## src/rtl/glyph_reader.sv

```systemverilog
// glyph_reader: deserialises 30-pixel frames of two 3x5 glyphs into a decoded byte
module glyph_reader #(
  parameter logic [3:0] ERR_NIBBLE    = 4'h0,
  parameter bit         REQUIRE_START = 1'b1
) (
  input  logic       clk,
  input  logic       reset,
  input  logic       pix_valid,
  input  logic       pix_data,
  input  logic       pix_start,
  output logic       pix_ready,
  output logic       byte_valid,
  input  logic       byte_ready,
  output logic [7:0] byte_out,
  output logic [1:0] byte_err,
  output logic [7:0] err_count
);
  localparam logic [0:0] HUNT = 1'b0;
  localparam logic [0:0] RUN  = 1'b1;
  localparam logic [0:0] IDLE = REQUIRE_START ? HUNT : RUN;
  localparam logic [14:0] GLYPH [16] = '{
    15'h7B6F, 15'h4924, 15'h79CF, 15'h79E7, 15'h5BE4, 15'h73E7, 15'h73EF, 15'h7924,
    15'h7BEF, 15'h7BE7, 15'h7BED, 15'h13EF, 15'h724F, 15'h49EF, 15'h738F, 15'h73C9
  };
  logic [0:0]  state;
  logic [4:0]  cnt;
  logic [28:0] sh;
  logic        acc, load;
  logic [29:0] frame;
  logic [4:0]  dl, dr;
  // {unmatched, nibble}
  function automatic logic [4:0] decode(input logic [14:0] g);
    logic [4:0] r;
    r = {1'b1, ERR_NIBBLE};
    for (int i = 0; i < 16; i++)
      if (g == GLYPH[i]) r = {1'b0, 4'(i)};
    return r;
  endfunction
  assign pix_ready = state == HUNT || cnt != 5'd29 || !byte_valid || byte_ready;
  assign acc       = pix_valid && pix_ready;
  assign load      = acc && !pix_start && state == RUN && cnt == 5'd29;
  assign frame     = {sh, pix_data};
  assign dl        = decode(frame[29:15]);
  assign dr        = decode(frame[14:0]);
  always_ff @(posedge clk or posedge reset) begin
    if (reset) begin
      state      <= IDLE;
      cnt        <= 5'd0;
      sh         <= '0;
      byte_valid <= 1'b0;
      byte_out   <= 8'h00;
      byte_err   <= 2'b00;
      err_count  <= 8'h00;
    end else begin
      if (acc && pix_start) begin
        state <= RUN;
        cnt   <= 5'd1;
        sh    <= {28'b0, pix_data};
      end else if (load) begin
        state <= IDLE;
        cnt   <= 5'd0;
        sh    <= '0;
      end else if (acc && state == RUN) begin
        cnt <= cnt + 5'd1;
        sh  <= {sh[27:0], pix_data};
      end
      if (load) begin
        byte_valid <= 1'b1;
        byte_out   <= {dl[3:0], dr[3:0]};
        byte_err   <= {dl[4], dr[4]};
        if ((dl[4] || dr[4]) && err_count != 8'hFF) err_count <= err_count + 8'd1;
      end else if (byte_ready) begin
        byte_valid <= 1'b0;
      end
    end
  end
endmodule

```

## config.mk

```make
export PLATFORM = sky130hd
export DESIGN_NAME = glyph_reader
export DESIGN_NICKNAME = d
export VERILOG_FILES = /design/src/rtl/glyph_reader.sv
export SDC_FILE = /design/constraint.sdc
export NUM_CORES = 1
export LEC_CHECK = 0
export ABC_AREA = 0
export BUFFER_PORTS_ARGS = -buffer_cell sky130_fd_sc_hd__buf_4
export CORE_MARGIN = 2
export CORE_UTILIZATION = 49
export CTS_CLUSTER_DIAMETER = 30
export DETAILED_ROUTE_END_ITERATION = 10
export PLACE_DENSITY_LB_ADDON = 0.05
export SLEW_MARGIN = 15
export SYNTH_ARGS = -nofsm -noshare
export SYNTH_HDL_FRONTEND = slang
export SYNTH_SLANG_ARGS = --single-unit
```

## constraint.sdc

```tcl
create_clock -name clk -period 9.6 [get_ports clk]
set_input_delay 0 -clock clk [delete_from_list [all_inputs] [get_ports clk]]
set_output_delay 0 -clock clk [all_outputs]
set_load 0.01 [all_outputs]
```

# ---- Yosys cells after proc, flatten, opt, wreduce, memory -nomap -nowiden
# Cells that the tools add are included.
dict set report word_totals {
  out_inout_bits 20
  regBits 54
}
dict set report op_classes {
  reduce_logical 17
  eq_ne 35
  mux 42
  add_sub_neg 2
  n_bitwise 1
}
# operator n
set op_table {}
lappend op_table {{$eq 15x15->1 const B} 30}
lappend op_table {{$mux 5} 35}
lappend op_table {{$mux 29} 3}
lappend op_table {{$eq 15x13->1 const B} 2}
lappend op_table {{$add 8x1->8 const B} 1}
lappend op_table {{$ne 8x8->1 const B} 1}
lappend op_table {{$logic_and 1x1->1} 7}
lappend op_table {{$add 5x1->5 const B} 1}
lappend op_table {{$eq 5x5->1 const B} 1}
lappend op_table {{$ne 5x5->1 const B} 1}
lappend op_table {{$logic_or 1x1->1} 4}
lappend op_table {{$mux 1} 4}
lappend op_table {{$reduce_bool 2->1} 2}
lappend op_table {{$reduce_bool 3->1} 1}
lappend op_table {{$logic_not 1->1} 2}
lappend op_table {{$reduce_and 2->1} 1}
lappend op_table {{$not 1->1} 1}

# ---- Longest topological paths before layout
# Gate-level depths: netlist of run 1.
dict set report logic_depth {
  ltp_word 20
  ltp_mapped 11
  mapped_depth_nobuf 9
}

# ---- Least setup slack after synthesis of run 1
# OpenSTA, ideal clock, no wires.
dict set report synth_timing {
  path_kind {flip-flop to flip-flop}
  start {register cnt[1]}
  end {register err_count[1]}
  stages_incl_launch_ff 12
  n_path_buf 2
  arrival_time_ns 3.194
  synth_period_minus_slack_ns 3.319
  setup_ns 0.125
  path_slack_ns 6.281
  cell_sequence {dfrtp_1 inv_1 ha_1 nand3_1 or4_1 buf_2 a31o_1 or4_4 or4_4 buf_6 a21oi_1 mux2_2}
}
dict set report synth_between {
  elab_chain_len 9
}
# item line_no
set synth_rtl {}
lappend synth_rtl {{start: declaration} 26} ;# logic [4:0] cnt;
lappend synth_rtl {{start signal: assignment} 64} ;# cnt <= cnt + 5'd1;
lappend synth_rtl {{$ne 5x5->1} 39} ;# assign pix_ready = state == HUNT || cnt != 5'd29 || !byte_valid || byte_ready;
lappend synth_rtl {{$logic_or 1x1->1 (3 in a row)} 39}
lappend synth_rtl {{$logic_and 1x1->1} 40} ;# assign acc = pix_valid && pix_ready;
lappend synth_rtl {{$logic_and 1x1->1 (2 in a row)} 41} ;# assign load = acc && !pix_start && state == RUN && cnt == 5'd29;
lappend synth_rtl {{$logic_and 1x1->1 *} 41}
lappend synth_rtl {{$reduce_and 2->1 (no line) *} --}
lappend synth_rtl {{end signal: assignment} 71} ;# if ((dl[4] || dr[4]) && err_count != 8'hFF) err_count <= err_count + 8'd1;
lappend synth_rtl {{end: declaration} 16} ;# output logic [7:0] err_count
# Mark *: on every way between the ends. The rest lies on a longest branch, timed or not.
# A chain may end at the register's enable or synchronous reset.

# ---- Final worst setup path of run 1
# Same ends and word-level chain as after synthesis.

==> results of run 1 <==
[per-layer routing]
layer  part of all wire, %  up-vias  wire length [um]  track usage [%]
met5                     0        -                 0                0
met4                   1.8        0               127             7.33
met3                   4.8       12               342             3.93
met2                    48       81              3440             34.3
met1                    46     1333              3270             29.1
li1                      -     1329                 -                -
[path summary, 6_finish.rpt]
path	startpoint	end	slack [ns]
setup / recovery	cnt[1]$_DFFE_PP0P_	err_count[1]$_DFFE_PP0P_	6.06
hold / removal	pix_valid	cnt[0]$_DFFE_PP0P_	0.06
setup reg to reg	cnt[1]$_DFFE_PP0P_	err_count[1]$_DFFE_PP0P_	6.06
hold reg to reg	byte_out[5]$_DFFE_PP0P_	byte_out[5]$_DFFE_PP0P_	0.50
max in group asynchronous	reset	sh[22]$_DFFE_PP0P_	8.70
min in group asynchronous	reset	err_count[7]$_DFFE_PP0P_	0.42
[flip-flops by register name, indices dropped and copies added, names as in the netlist]
register,count
state,1
sh,29
byte_valid,1
cnt,5
byte_err,2
err_count,8
byte_out,8
[stage by stage]
step           total power, W  setup WS [ns]  instance area [um^2]
2_1_floorplan        0.000287           6.28                  3150
3_3_place_gp         0.000303           6.17                  3330
3_5_place_dp         0.000303           6.08                  3330
4_1_cts              0.000455           6.07                  3480
5_1_grt              0.000472           5.91                  3480
6_report             0.000449           6.06                  3480
[layout by cell type (no fill, tap or decap), drive strengths merged, types with 7 or more instances in the layout]
master   n
a21oi   42
buf     27
clkbuf   7
dfrtp   54
nand2   74
nand2b   7
nand3   15
nand4    7
nor2    29
nor3     8
nor4     8
or4      7
xor2     7
[cell type report]
class,count,share of cell area [%]
Clock buffer,7,2.19
Clock inverter,1,0.863
Inverter,4,0.431
Multi-Input combinational cell,283,47.9
Sequential cell,54,38.8
Tap cell,77,2.77
Timing Repair Buffer,31,6.98
[power by group through the flow]
stage               Combinational (W)  Sequential (W)  Clock, W
floorplan                   0.0000330        0.000254         0
global placement            0.0000446        0.000258         0
detailed placement          0.0000447        0.000259         0
CTS                         0.0000462        0.000254  0.000155
global route                0.0000525        0.000257  0.000163
finish                      0.0000452        0.000254  0.000150
[logic make-up (layout without fill, tap and decap cells)]
family	Yosys count	in the layout	share of synthesized area (%)
buf+inv	34	43	4.33
flops	54	54	42.9
simple gates	196	196	32.9
xor+xnor	11	11	3.06
mux	4	4	1.51
fa+ha+maj	3	3	1.19
compound gates	69	69	14.0
[worst max-delay path: stages (launching register included)]
cell and delay [ns]:
sky130_fd_sc_hd__dfrtp_1 0.42, sky130_fd_sc_hd__inv_1 0.07, sky130_fd_sc_hd__ha_1 0.14, sky130_fd_sc_hd__nand3_1 0.13, sky130_fd_sc_hd__or4_1 0.67, sky130_fd_sc_hd__a31o_1 0.27
sky130_fd_sc_hd__or4_4 0.50, sky130_fd_sc_hd__or4_4 0.60, sky130_fd_sc_hd__a21oi_1 0.27, sky130_fd_sc_hd__mux2_2 0.36
[repair_timing]
action                    4_1_cts  5_1_grt
hold endpoints to repair       56        0
hold buffers                    4        0
buffers inserted                0        0
==> metrics, run 1 <==
Worst Path Arrival=~3.7 ns; flip-flop and latch count after synthesis=54; RSZ-0062 raised after global routing=no; wire length of the first global-routing pass=around 13000 um; post-synthesis to final-layout area growth=10.5%; power per unit of standard cell area=between 100 and 150 mW/mm^2; launching element type of the critical path=register; leading post-synthesis cells by instance count=73 x sky130_fd_sc_hd__nand2_1, 54 x sky130_fd_sc_hd__dfrtp_1, 42 x sky130_fd_sc_hd__a21oi_1, 29 x sky130_fd_sc_hd__nor2_1, 24 x sky130_fd_sc_hd__clkbuf_1; die height=84.2 um; violation count after the first detailed-route iteration=around 150; largest voltage drop on the vdd net=between 0.09 and 0.1 mV; final number of hold-violating endpoints=0; CTS Root Cell=sky130_fd_sc_hd__clkbuf_8; number of design rule violations left after detail routing=0; footprint of the multi-input gates=0.00167 mm^2; run status=finished, final reports clean; total die area=~0.0071 mm^2; cell type with the largest total area after synthesis=sky130_fd_sc_hd__dfrtp_1; Resized Gates After CTS=0; Worst-Margin Slew=1.07 ns; total nets after synthesis=380; Crit Path Max Fanout=8; overflow left after global routing=0; Longest Clk Path Bufs=2; leading cell types by total area after synthesis=sky130_fd_sc_hd__dfrtp_1 43%, sky130_fd_sc_hd__nand2_1 8.7%, sky130_fd_sc_hd__a21oi_1 6.7%, sky130_fd_sc_hd__nor2_1 3.5%, sky130_fd_sc_hd__clkbuf_1 2.9%; number of input and output port buffers inserted=25; number of synthesized flops with an enable pin=0; overall die width=84.2 um; Num Clock Sinks=54; antenna violations before repair=0; share of the clock period used by the worst path after layout=36.8%; number of antenna-violating nets in the routed design=0; Syn. warnings=0; gp weighted congestion=0.916; routed len/inst=15.7 um; Total Negative Setup Slacks=0 ns; count of placed standard cells in the final layout, fillers left out=between 400 and 500; relative contribution of the clock network to total power=between 30% and 40%; worst path required time=~9.8 ns; maximum capacitance violations=0; share of power burned in combinational logic=between 10 and 15%; H-tree levels=2; minimum clock period after layout=around 3.5 ns; cell depth of the worst hold path=3; Final Util=between 50% and 60%; clock transition at the registers of the reported paths=about 0.10 ns; crit path capture type=register; Static Leakage=~1.4 nW; placement row count=29; Clock Skew=about 0.013 ns; sequential cell area=0.00135 mm^2; max_slew headroom=28.5%; global-route total usage across every layer=between 20% and 30%; worst hold slack across all endpoints=between 0.05 and 0.06 ns; Pins Over Slew Limit=0; starting density of the core=between 50% and 60%; nets=388; area share of the largest cell type after synthesis=between 40% and 50%; placed cell count=445; via total after detailed routing=between 2000 and 3000; dominant cell by count in the synthesized netlist=sky130_fd_sc_hd__nand2_1; diodes inserted=0; vias in the first global route=roughly 2600; DR vias/cell=between 6 and 7; Worst R2R Path Depth=9; top achievable clock speed=approximately 280 MHz; Seq pwr share=roughly 57%; internal power=approximately 0.00034 W; wire length after detailed routing=~7000 um; clock insertion delay at the later pin of the skew report=approximately 0.3 ns; filler cell count=~580; Psw=~0.00011 W; core footprint=0.00628 mm^2; number of setup violations in the final report=0; count of cell types in the netlist=between 50 and 60; Boundary Pins=26; kind of critical path=reg2reg; switching fraction of total power=between 20% and 30%; HPWL after detailed placement=4950 um; mean instance size in the synthesized netlist=approximately 8.5 um^2; cts bufs inserted=5; Cells after Synth=about 370; CTS tree=done; maximum number of pins on one net before global-route repair=55; portion of the post-synthesis area used by sequential elements=between 40 and 50%; Post-Syn Area=~0.0031 mm^2; dominant register cell in the synthesized netlist=sky130_fd_sc_hd__dfrtp_1; class of the tightest hold or removal check=in2reg; first-pass iteration count of the detailed router=5; share of synthesized registers carrying an async set or reset=between 90% and 100%; fraction of layout cells with a size suffix above 1=around 15%
Power figures use the tool's default switching activity.
==> run 2, diff against run 1 <==
Settings changed: ABC_AREA 0 to 1.
Clock period 9.6 ns to 3.16 ns, I/O delays scaled along.
==> metrics, run 2 <==
dominant cell by count in the synthesized netlist=sky130_fd_sc_hd__nand2_1; compound-cell area share of the yosys netlist=a little over an eighth; first-pass iteration count of the detailed router=5; most common cell after layout, fill and taps aside=sky130_fd_sc_hd__nand2_1; reg-to-reg critical path startpoint=cnt[1]$_DFFE_PP0P_; DR vias/cell=5.00; most frequent cells in the layout=98 x sky130_fd_sc_hd__nand2_1, 78 x sky130_fd_sc_hd__nor2_1, 64 x sky130_fd_sc_hd__inv_1, 54 x sky130_fd_sc_hd__dfrtp_1; r2r setup slk=approximately 0.67 ns; leading cell types by total area after synthesis=sky130_fd_sc_hd__dfrtp_1 42%, sky130_fd_sc_hd__nand2_1 11%, sky130_fd_sc_hd__nor2_1 9.2%, sky130_fd_sc_hd__inv_1 7.6%, sky130_fd_sc_hd__a21oi_1 5.6%; wire length after detailed routing=slightly below 7000 um; largest voltage drop on the vdd net=roughly 0.21 mV; die height=roughly 85 um; kind of critical path=reg2reg; Crit Path Max Fanout=17; H-tree levels=2; RSZ-0062 raised after global routing=no; Clock Skew=between 0.007 and 0.008 ns; launching element type of the critical path=register; beginning of the worst hold path=pix_valid; end of the worst register-to-register path=sh[16]$_DFFE_PP0P_; dominant register cell in the synthesized netlist=sky130_fd_sc_hd__dfrtp_1; clock transition at the registers of the reported paths=about 0.1 ns; Top delay family on crit path=simple AND/OR/NAND/NOR gates; Worst R2R Path Depth=11; Cells after Synth=around 460; count of cell types in the netlist=33; Resized Gates After CTS=0; via total after detailed routing=2832; end of the worst hold path=byte_valid$_DFFE_PP0P_; final number of hold-violating endpoints=0; overall die width=around 85 um; slowest stage delay, CP=0.64 ns; adder-cell share of the synthesized area=under 10%; CTS Root Cell=sky130_fd_sc_hd__clkbuf_8; post-synthesis share of cell area spent on xor and xnor gates=roughly 1.9%; register name with the most flops=sh; maximum capacitance violations=0; Total Negative Setup Slacks=0 ns; top achievable clock speed=~400 MHz; violation count after the first detailed-route iteration=around 180; Num Clock Sinks=54; mean instance size in the synthesized netlist=between 7 and 8 um^2; vias in the first global route=2793; simple-gate share of the synthesized area=about a third; number of hold-repair buffers added at the cts stage=3; Syn. warnings=0; registers with the most flip-flops=sh: 29 flops, byte_out: 8 flops, err_count: 8 flops; cts bufs inserted=5; area share of the largest cell type after synthesis=around two fifths; number of input and output port buffers inserted=25; share of the clock period used by the worst path after layout=between 70% and 80%; share of synthesized registers carrying an async set or reset=between 90% and 100%; leading post-synthesis cells by instance count=98 x sky130_fd_sc_hd__nand2_1, 79 x sky130_fd_sc_hd__nor2_1, 65 x sky130_fd_sc_hd__inv_1, 54 x sky130_fd_sc_hd__dfrtp_1; multiplexer share of the synthesized area=0%; cell depth of the worst hold path=3; cell type with the largest total area after synthesis=sky130_fd_sc_hd__dfrtp_1; starting density of the core=between 50% and 60%; number of antenna-violating nets in the routed design=0; run status=finished, final reports clean; diodes inserted=0; Worst-Margin Slew=about 0.84 ns; wire length of the first global-routing pass=12200 um; Static Leakage=~1.8 nW; Post-Place Setup Slack=just under 0.7 ns; placement row count=29; Critical-path top delay cell=sky130_fd_sc_hd__nor2_1; max FFs per register=29; routed len/inst=around 12 um; worst path required time=between 3 and 4 ns; Boundary Pins=26; setup bufs post-CTS=0; count of placed standard cells in the final layout, fillers left out=566; total nets after synthesis=around 470; flip-flop and latch count after synthesis=54; CTS tree=done; placed cell count=555; number of synthesized flops with an enable pin=0; overflow left after global routing=0; fraction of layout cells with a size suffix above 1=between 10% and 20%; CP cell instances=inv_1 > ha_1 > nand3_1 > nor2_2 > nand3_1 > nand2_1 > nor2_1 > nor2_1 > buf_4 > o21ai_0 > a21oi_1; Pins Over Slew Limit=0; WP buf/inv=2; max_slew headroom=between 40% and 50%; crit path capture type=register; maximum number of pins on one net before global-route repair=31; global-route total usage across every layer=a little over 20%; minimum clock period after layout=approximately 2.5 ns; worst hold slack across all endpoints=approximately 0.020 ns; power per unit of standard cell area=~430 mW/mm^2; portion of the post-synthesis area used by sequential elements=between 40% and 50%; number of setup violations in the final report=0; Longest Clk Path Bufs=2; filler cell count=600; Post-Syn Area=between 0.003 and 0.004 mm^2; number of design rule violations left after detail routing=0; post-synthesis to final-layout area growth=13.2%; clock insertion delay at the later pin of the skew report=about 0.31 ns; nets=497; class of the tightest hold or removal check=in2reg; total power=roughly 0.0016 W; HPWL after detailed placement=5070 um; Worst Path Arrival=roughly 2.7 ns; antenna violations before repair=0; gp weighted congestion=0.903; combinational family with the most area after synthesis=simple AND/OR/NAND/NOR gates; total die area=a little over 0.007 mm^2; core footprint=roughly 0.0063 mm^2; final setup margin=around 0.67 ns
==> run 2: cell types whose count changed in the layout (fill, tap and decap cells not counted), sizes merged, moves of 6 or more <==
cell    previous run  this run
a21oi             42        36
or4                7         0
nor2              29        89
nor4               8         1
nand2b             7         0
nand2             74       105
inv                4        71
o21ai              4        36
==> run 2: cell families (layout without fill, tap and decap cells) <==
kind of cell,Yosys count,count (layout)
AO/OA/AOI/OAI,81,81
AND/OR/NAND/NOR,231,231
flip-flops,54,54
buffers and inverters,81,113
XOR/XNOR,7,7
adder cells (fa/ha/maj),3,3
==> run 2: area by class of cell <==
class / instances / area, um^2 / share of cell area, %
Clock buffer: 6 / 72.6 / 1.99
Clock inverter: 2 / 37.5 / 1.03
Inverter: 71 / 269 / 7.37
Multi-Input combinational cell: 322 / 1560 / 42.7
Sequential cell: 54 / 1350 / 37.0
Tap cell: 77 / 96.3 / 2.64
Timing Repair Buffer: 34 / 263 / 7.20
==> run 2: metrics by stage <==
stage | utilization, % | instance area [um^2]
global placement | 55.3 | 3510
detailed placement | 55.3 | 3510
CTS | 57.5 | 3650
floorplan | - | 3220
global route | 57.5 | 3650
finish | 57.5 | 3650
==> run 2: worst reg2reg max path: stages, from the launching register on <==
cell                      delay, ns
sky130_fd_sc_hd__dfrtp_1       0.41
sky130_fd_sc_hd__inv_1         0.08
sky130_fd_sc_hd__ha_1          0.14
sky130_fd_sc_hd__nand3_1       0.09
sky130_fd_sc_hd__nor2_2        0.13
sky130_fd_sc_hd__nand3_1       0.11
sky130_fd_sc_hd__nand2_1       0.15
sky130_fd_sc_hd__nor2_1        0.09
sky130_fd_sc_hd__nor2_1        0.64
sky130_fd_sc_hd__buf_4         0.33
sky130_fd_sc_hd__o21ai_0       0.11
sky130_fd_sc_hd__a21oi_1       0.14
==> run 2: how the worst max path moves through the flow <==
stage               slack (ns)                        to               start  cells past startpoint
floorplan                 1.26  err_count[4]$_DFFE_PP0P_  cnt[1]$_DFFE_PP0P_                     15
global placement          0.77        sh[15]$_DFFE_PP0P_  cnt[1]$_DFFE_PP0P_                     11
detailed placement        0.68        sh[15]$_DFFE_PP0P_  cnt[1]$_DFFE_PP0P_                     11
CTS                       0.65        sh[16]$_DFFE_PP0P_  cnt[1]$_DFFE_PP0P_                     11
global route              0.39        sh[15]$_DFFE_PP0P_  cnt[1]$_DFFE_PP0P_                     11
finish                    0.67        sh[16]$_DFFE_PP0P_  cnt[1]$_DFFE_PP0P_                     11
==> run 2: power breakdown <==
| part | switching (W) | leakage, nW | internal [W] |
|---|---|---|---|
| sequential | 0.0000698 | 0.672 | 0.000758 |
| combinational | 0.000164 | 1.12 | 0.0000951 |
| clock | 0.000231 | 0.0514 | 0.000237 |
| total | 0.000465 | 1.85 | 0.00109 |
==> run 2: layer usage <==
metal / GRT usage [%] / vias to the layer above / share of wire, %
met5: 0 / - / 0
met3: 3.50 / 9 / 3.2
li1: - / 1502 / -
met1: 28.5 / 1287 / 49
met2: 33.3 / 34 / 46
met4: 5.19 / 0 / 1.6
